<file path="src/rtl/shell_launcher.sv">
// Shell launcher: fires one shell per fire-button press, flies it on frame ticks,
// and strobes the opponent's collision input when the shell overlaps the target.
module shell_launcher #(
  parameter int FIELD_W   = 640,
  parameter int FIELD_H   = 480,
  parameter int SPEED     = 4,
  parameter int HIT_HALF  = 16,
  parameter int HIT_PULSE = 4,
  parameter int COOLDOWN  = 30
) (
  input  logic       clock,
  input  logic       reset_n,
  input  logic       frame_tick,
  input  logic       fire,
  input  logic [9:0] tank_x,
  input  logic [9:0] tank_y,
  input  logic [1:0] tank_dir,
  input  logic [9:0] target_x,
  input  logic [9:0] target_y,
  input  logic       target_dead,
  output logic       shell_active,
  output logic [9:0] shell_x,
  output logic [9:0] shell_y,
  output logic       collision,
  output logic [7:0] shots_fired
);

  typedef enum logic [1:0] {
    S_IDLE,
    S_FLIGHT,
    S_HIT,
    S_COOLDOWN
  } state_e;

  localparam logic [10:0] X_MAX    = 11'(FIELD_W - 1);
  localparam logic [10:0] Y_MAX    = 11'(FIELD_H - 1);
  localparam logic [10:0] STEP     = 11'(SPEED);
  localparam logic [10:0] HALF     = 11'(HIT_HALF);
  localparam logic [7:0]  PULSE_LAST = 8'(HIT_PULSE - 1);
  localparam logic [7:0]  COOL_LAST  = 8'(COOLDOWN - 1);

  state_e      state_q, state_d;
  logic        fire_prev_q, fire_prev_d;
  logic [1:0]  dir_q, dir_d;
  logic [7:0]  count_q, count_d;
  logic        shell_active_q, shell_active_d;
  logic [9:0]  shell_x_q, shell_x_d;
  logic [9:0]  shell_y_q, shell_y_d;
  logic        collision_q, collision_d;
  logic [7:0]  shots_fired_q, shots_fired_d;

  logic        fire_edge;
  logic [10:0] sx11, sy11, tx11, ty11;
  logic [10:0] dx, dy;
  logic [10:0] next_x, next_y;
  logic        overlap;
  logic        out_of_bounds;

  assign fire_edge = fire & ~fire_prev_q;

  // Distances and next position are evaluated in 11 bits so that a step below
  // zero wraps to a large value and is caught by the same upper-bound compare.
  assign sx11 = {1'b0, shell_x_q};
  assign sy11 = {1'b0, shell_y_q};
  assign tx11 = {1'b0, target_x};
  assign ty11 = {1'b0, target_y};
  assign dx   = (sx11 >= tx11) ? (sx11 - tx11) : (tx11 - sx11);
  assign dy   = (sy11 >= ty11) ? (sy11 - ty11) : (ty11 - sy11);
  assign overlap = (dx <= HALF) && (dy <= HALF);

  always_comb begin
    // NOTE: every combinational output gets a default first so no path can
    // leave it unassigned and infer a latch.
    next_x = sx11;
    next_y = sy11;
    case (dir_q)
      2'd0: next_y = sy11 - STEP;
      2'd1: next_x = sx11 + STEP;
      2'd2: next_y = sy11 + STEP;
      2'd3: next_x = sx11 - STEP;
      default: ;
    endcase
  end

  assign out_of_bounds = (next_x > X_MAX) || (next_y > Y_MAX);

  always_comb begin
    state_d        = state_q;
    fire_prev_d    = fire;
    dir_d          = dir_q;
    count_d        = count_q;
    shell_active_d = shell_active_q;
    shell_x_d      = shell_x_q;
    shell_y_d      = shell_y_q;
    collision_d    = collision_q;
    shots_fired_d  = shots_fired_q;

    case (state_q)
      S_IDLE: begin
        if (fire_edge) begin
          state_d        = S_FLIGHT;
          shell_x_d      = tank_x;
          shell_y_d      = tank_y;
          dir_d          = tank_dir;
          shell_active_d = 1'b1;
          shots_fired_d  = shots_fired_q + 8'd1;
        end
      end

      S_FLIGHT: begin
        // Overlap on the current registered position wins over a move this cycle.
        if (overlap && !target_dead) begin
          state_d        = S_HIT;
          shell_active_d = 1'b0;
          collision_d    = 1'b1;
          count_d        = '0;
        end else if (frame_tick) begin
          if (out_of_bounds) begin
            state_d        = S_COOLDOWN;
            shell_active_d = 1'b0;
            count_d        = '0;
          end else begin
            shell_x_d = next_x[9:0];
            shell_y_d = next_y[9:0];
          end
        end
      end

      S_HIT: begin
        if (count_q == PULSE_LAST) begin
          state_d     = S_COOLDOWN;
          collision_d = 1'b0;
          count_d     = '0;
        end else begin
          count_d = count_q + 8'd1;
        end
      end

      S_COOLDOWN: begin
        if (frame_tick) begin
          if (count_q == COOL_LAST) begin
            state_d = S_IDLE;
            count_d = '0;
          end else begin
            count_d = count_q + 8'd1;
          end
        end
      end

      default: state_d = S_IDLE;
    endcase
  end

  // NOTE: state registers use non-blocking assignments so every flop samples
  // the pre-edge values regardless of statement order.
  always_ff @(posedge clock or negedge reset_n) begin
    if (!reset_n) begin
      state_q        <= S_IDLE;
      fire_prev_q    <= 1'b0;
      dir_q          <= 2'd0;
      count_q        <= '0;
      shell_active_q <= 1'b0;
      shell_x_q      <= '0;
      shell_y_q      <= '0;
      collision_q    <= 1'b0;
      shots_fired_q  <= '0;
    end else begin
      state_q        <= state_d;
      fire_prev_q    <= fire_prev_d;
      dir_q          <= dir_d;
      count_q        <= count_d;
      shell_active_q <= shell_active_d;
      shell_x_q      <= shell_x_d;
      shell_y_q      <= shell_y_d;
      collision_q    <= collision_d;
      shots_fired_q  <= shots_fired_d;
    end
  end

  assign shell_active = shell_active_q;
  assign shell_x      = shell_x_q;
  assign shell_y      = shell_y_q;
  assign collision    = collision_q;
  assign shots_fired  = shots_fired_q;

endmodule

</file>
<file path="config.mk">
export PLATFORM = sky130hd
export DESIGN_NAME = shell_launcher
export DESIGN_NICKNAME = d
export VERILOG_FILES = /design/src/rtl/shell_launcher.sv
export SDC_FILE = /design/constraint.sdc
export NUM_CORES = 1
export LEC_CHECK = 0
export BUFFER_PORTS_ARGS = -buffer_cell sky130_fd_sc_hd__buf_2
export CAP_MARGIN = 40
export CORE_MARGIN = 1.5
export CORE_UTILIZATION = 56
export DETAILED_ROUTE_END_ITERATION = 8
export GPL_ROUTABILITY_DRIVEN = 0
export HOLD_SLACK_MARGIN = 0.15
export PLACE_DENSITY = 0.82
export SYNTH_ARGS = -nofsm -noshare
export SYNTH_HDL_FRONTEND = slang
export SYNTH_SLANG_ARGS = --single-unit
export TNS_END_PERCENT = 10
</file>
<file path="constraint.sdc">
create_clock -name clock -period 11.35 [get_ports clock]
set_input_delay 1.135 -clock clock [delete_from_list [all_inputs] [get_ports clock]]
set_output_delay 1.135 -clock clock [all_outputs]
set_load 0.01 [all_outputs]
</file>
==> results.py <==
metrics = {
    "power_and_ir_drop": {
        "p_leak_uw": 0.002494,
        "p_int_uw": 729.7,
        "p_switching_uw": 806.9,
        "p_seq_share_pct": 20.0,
        "irDropWorstVdd_mv": 0.1463,
        "sw_frac_of_total_pct": 52.51,
        "pwr-share-clk_pct": 8.5,
        "power.share.combinational_pct": 71.5,
        "powerDensity_nw_per_um2": 289.7,
    },
    "drt": {
        "drt-initial-drc-count": 375,
        "drc": 0,
        "viasPerCell": 6.239,
        "wl_um": 12430,
        "route.vias.total": 4798,
        "first_pass_iters": 5,
        "ant_nets": 0,
        "post_drt_wl_per_cell_um": 16.16,
    },
    "logic_synthesis": {
        "synth-main-ff-cell": "dfrtp_1",
        "yosys.cell_types.count": 77,
        "synth_xor_area_share_pct": 4.047,
        "synth_edf_count": 0,
        "syn_avg_cell_area_um2": 7.908,
        "synth_top_area_cell": "dfrtp_1",
        "async_flop_share_pct": 100.0,
        "syn_inst": 602,
        "synth_seq_cells": 43,
        "ys_top_cells_by_area": "dfrtp_1 (23%), ha_1 (14%), a21oi_1 (4.7%)",
        "synth_top_area_share_pct": 22.60,
        "synth_fa_ha_area_share_pct": 14.88,
        "netlist_area_um2": 4761,
        "ys.warnings.count": 0,
        "synthSimpleGateAreaFrac_pct": 21.71,
        "synth_top_family_by_area": "compound AO/OA/AOI/OAI gates",
        "syn_nets": 705,
        "muxShareOfSynthArea_pct": 1.551,
        "synth_compound_area_share_pct": 28.46,
        "ys_seq_area_share_pct": 22.60,
    },
    "timing": {
        "layout_setup_ws_ns": 6.534,
        "worst_slew_pin_slew_ns": 0.8667,
        "fin_crit_ns": 4.816,
        "max_freq_ghz": 0.2076,
        "finalHoldViolCount": 0,
        "setup_viol": 0,
        "holdWs_ns": 0.4750,
        "setup_tns_ns": 0,
        "post-route-period-util_pct": 42.43,
        "rsz0062_at_grt": "no",
        "drv_slew": 0,
        "max-slew-margin-rel_pct": 42.22,
        "finalClockSkew_ns": 0.006110,
    },
    "worst_setup_path": {
        "end_kind": "flop",
        "critPathMaxFanout": 11,
        "critPathLaunchType": "input pin",
        "cp.arrival_ns": 4.99,
        "cp.required_ns": 11.52,
        "reg2reg_slack_ns": 6.92,
        "critical_path_class": "input pin to flop",
        "reg2regPathDepth": 14,
        "r2r-start": "dir_q[0]",
        "r2r-end": "count_q[4]",
    },
    "global_route": {
        "grt_pass1_vias": 4577,
        "grt_antenna_before_repair": 0,
        "gr-usage-all-layers_pct": 28.47,
        "grt_first_pass_wirelength_um": 20640,
        "grt_max_degree": 36,
        "gr-total-overflow": 0,
    },
    "floorplanning": {
        "core_area_um2": 8217,
        "die_h_um": 95.21,
        "die_width_um": 95.21,
        "dieArea_um2": 9064,
        "start_util_pct": 57.94,
        "row_count": 33,
        "boundaryPins": 77,
    },
    "hold_path": {
        "hp-class": "flop to flop",
        "whs_path_depth": 1,
        "hold_path_startpoint": "shots_fired[7]",
        "hold_path_end": "shots_fired[7]",
    },
    "run": {
        "maxCapViolCount": 0,
    },
    "status": {
        "status": "complete, no violations",
    },
    "placed_design": {
        "port_buffers": 76,
        "hpwl_um": 9741,
        "dpl_worst_slack_ns": 6.353,
    },
    "cts": {
        "cts_resized": 0,
        "cts_tree": "yes",
        "post_cts_buffers": 0,
        "cts_hold_buf": 0,
        "cts.sinks": 43,
        "htree_levels": 2,
        "clk_path_buf_depth": 2,
        "root_buffer": "clkbuf_8",
        "cts_buffers": 5,
        "clk_latency_ns": 0.31,
        "cts.clk_slew.worst_paths_ns": 0.09,
    },
    "cells_and_area": {
        "finalNetCount": 766,
        "drive_above_1_share_pct": 16.42,
        "fin_util_pct": 64.57,
        "areaGrowthSynthToFinish_pct": 11.43,
        "diodes": 0,
    },
}
==> sequential cells by signal (all words and copies together), names as in the netlist <==
register	cells
count_q	8
collision	1
shots_fired	8
fire_prev_q	1
shell_active	1
shell_y	10
shell_x	10
dir_q	2
state_q	2
==> area by class of cell <==
class / instances / area (um2)
sequential: 43 / 1076
fill: 726 / 2912
clock buffer: 5 / 68.82
inverter: 54 / 202.7
clock inverter: 3 / 47.55
multi-input combinational: 480 / 3363
timing repair buffer: 79 / 415.4
tap: 105 / 131.4
==> worst max-delay path, stage by stage <==
cell	delay, ns
buf_2	0.09
inv_1	0.04
ha_1	0.43
and4_4	0.30
nand2_2	0.09
o31ai_4	0.41
o21ai_0	0.21
a21bo_2	0.25
a32oi_1	0.30
nand4b_1	0.26
o21ai_1	0.10
a22oi_1	0.74
or2_0	0.51
o21ai_1	0.14
==> synthesized netlist by cell type, types with 3 or more instances <==
cell type  number
nand2_1        57
ha_1           55
inv_1          54
a21oi_1        45
dfrtp_1        43
o21ai_0        39
nor2_1         24
nand3_1        18
nor3_1         18
clkbuf_1       16
xnor2_1        15
nor2b_1        12
o21a_1         12
nand2b_1       11
or3_1          11
o21ai_1         9
a21o_1          8
nor4_1          8
o31ai_1         8
nand4_1         7
o211ai_1        7
o22ai_1         7
xor2_1          7
o21bai_1        6
buf_2           5
o31a_1          5
a211oi_1        4
a32oi_1         4
and3_1          4
mux2i_1         4
nand3b_1        4
a21boi_0        3
a221o_1         3
a22oi_1         3
a31oi_1         3
a32o_1          3
buf_4           3
nor3b_1         3
or4_1           3
==> per-layer routing <==
metal / vias to the layer above / part of all wire, % / GRT usage [%]
met5: - / 0 / 0
met4: 0 / 2.2 / 9.950
met3: 31 / 5.8 / 3.668
met2: 177 / 49 / 49.23
met1: 2267 / 43 / 36.18
li1: 2323 / - / -
==> kinds of logic (layout without fill, tap and decap cells) <==
group / after synthesis / count (layout)
compound gates: 198 / 198
simple gates: 197 / 197
buf+inv: 79 / 141
fa+ha+maj: 56 / 56
flops: 43 / 43
xor+xnor: 22 / 22
mux: 7 / 7
==> placed cells by master (no fill, tap or decap), types with 8 or more instances in the layout <==
master,count
o31ai_1,8
nor4_1,8
nor3_1,18
nor2_1,24
ha_1,55
o21a_1,12
or3_1,11
a21o_1,8
o21ai_1,9
o21ai_0,39
nand2_1,57
nor2b_1,12
a21oi_1,45
nand3_1,18
nand2b_1,11
inv_1,54
xnor2_1,15
dfrtp_1,43
buf_2,76
==> stage by stage <==
stage          power [uW]  instance area, um2  std cells
2_1_floorplan        1129                4761        602
3_3_place_gp         1334                5154        758
3_5_place_dp         1374                5181        760
4_1_cts              1513                5298        768
5_1_grt              1677                5305        769
6_report             1537                5305        769
==> worst max-delay path by stage <==
stage,start,end,slack (ns),cells after the start
global placement,target_y[3],count_q[3],6.44,14
finish,target_x[5],count_q[4],6.53,14
global route,target_x[5],count_q[4],6.33,14
CTS,target_x[5],count_q[3],6.64,14
detailed placement,target_x[5],count_q[3],6.35,14
floorplan,target_y[7],state_q[1],7.15,15
==> power by group through the flow <==
stage / Combinational, uW / Clock, uW / Sequential, uW
after CTS: 1080 / 133 / 304
after floorplan: 837 / 0 / 291
after detailed placement: 1070 / 0 / 307
after global placement: 1030 / 0 / 303
final: 1100 / 131 / 307
after global routing: 1220 / 139 / 318
No activity file was read; power rests on OpenSTA's default activity.
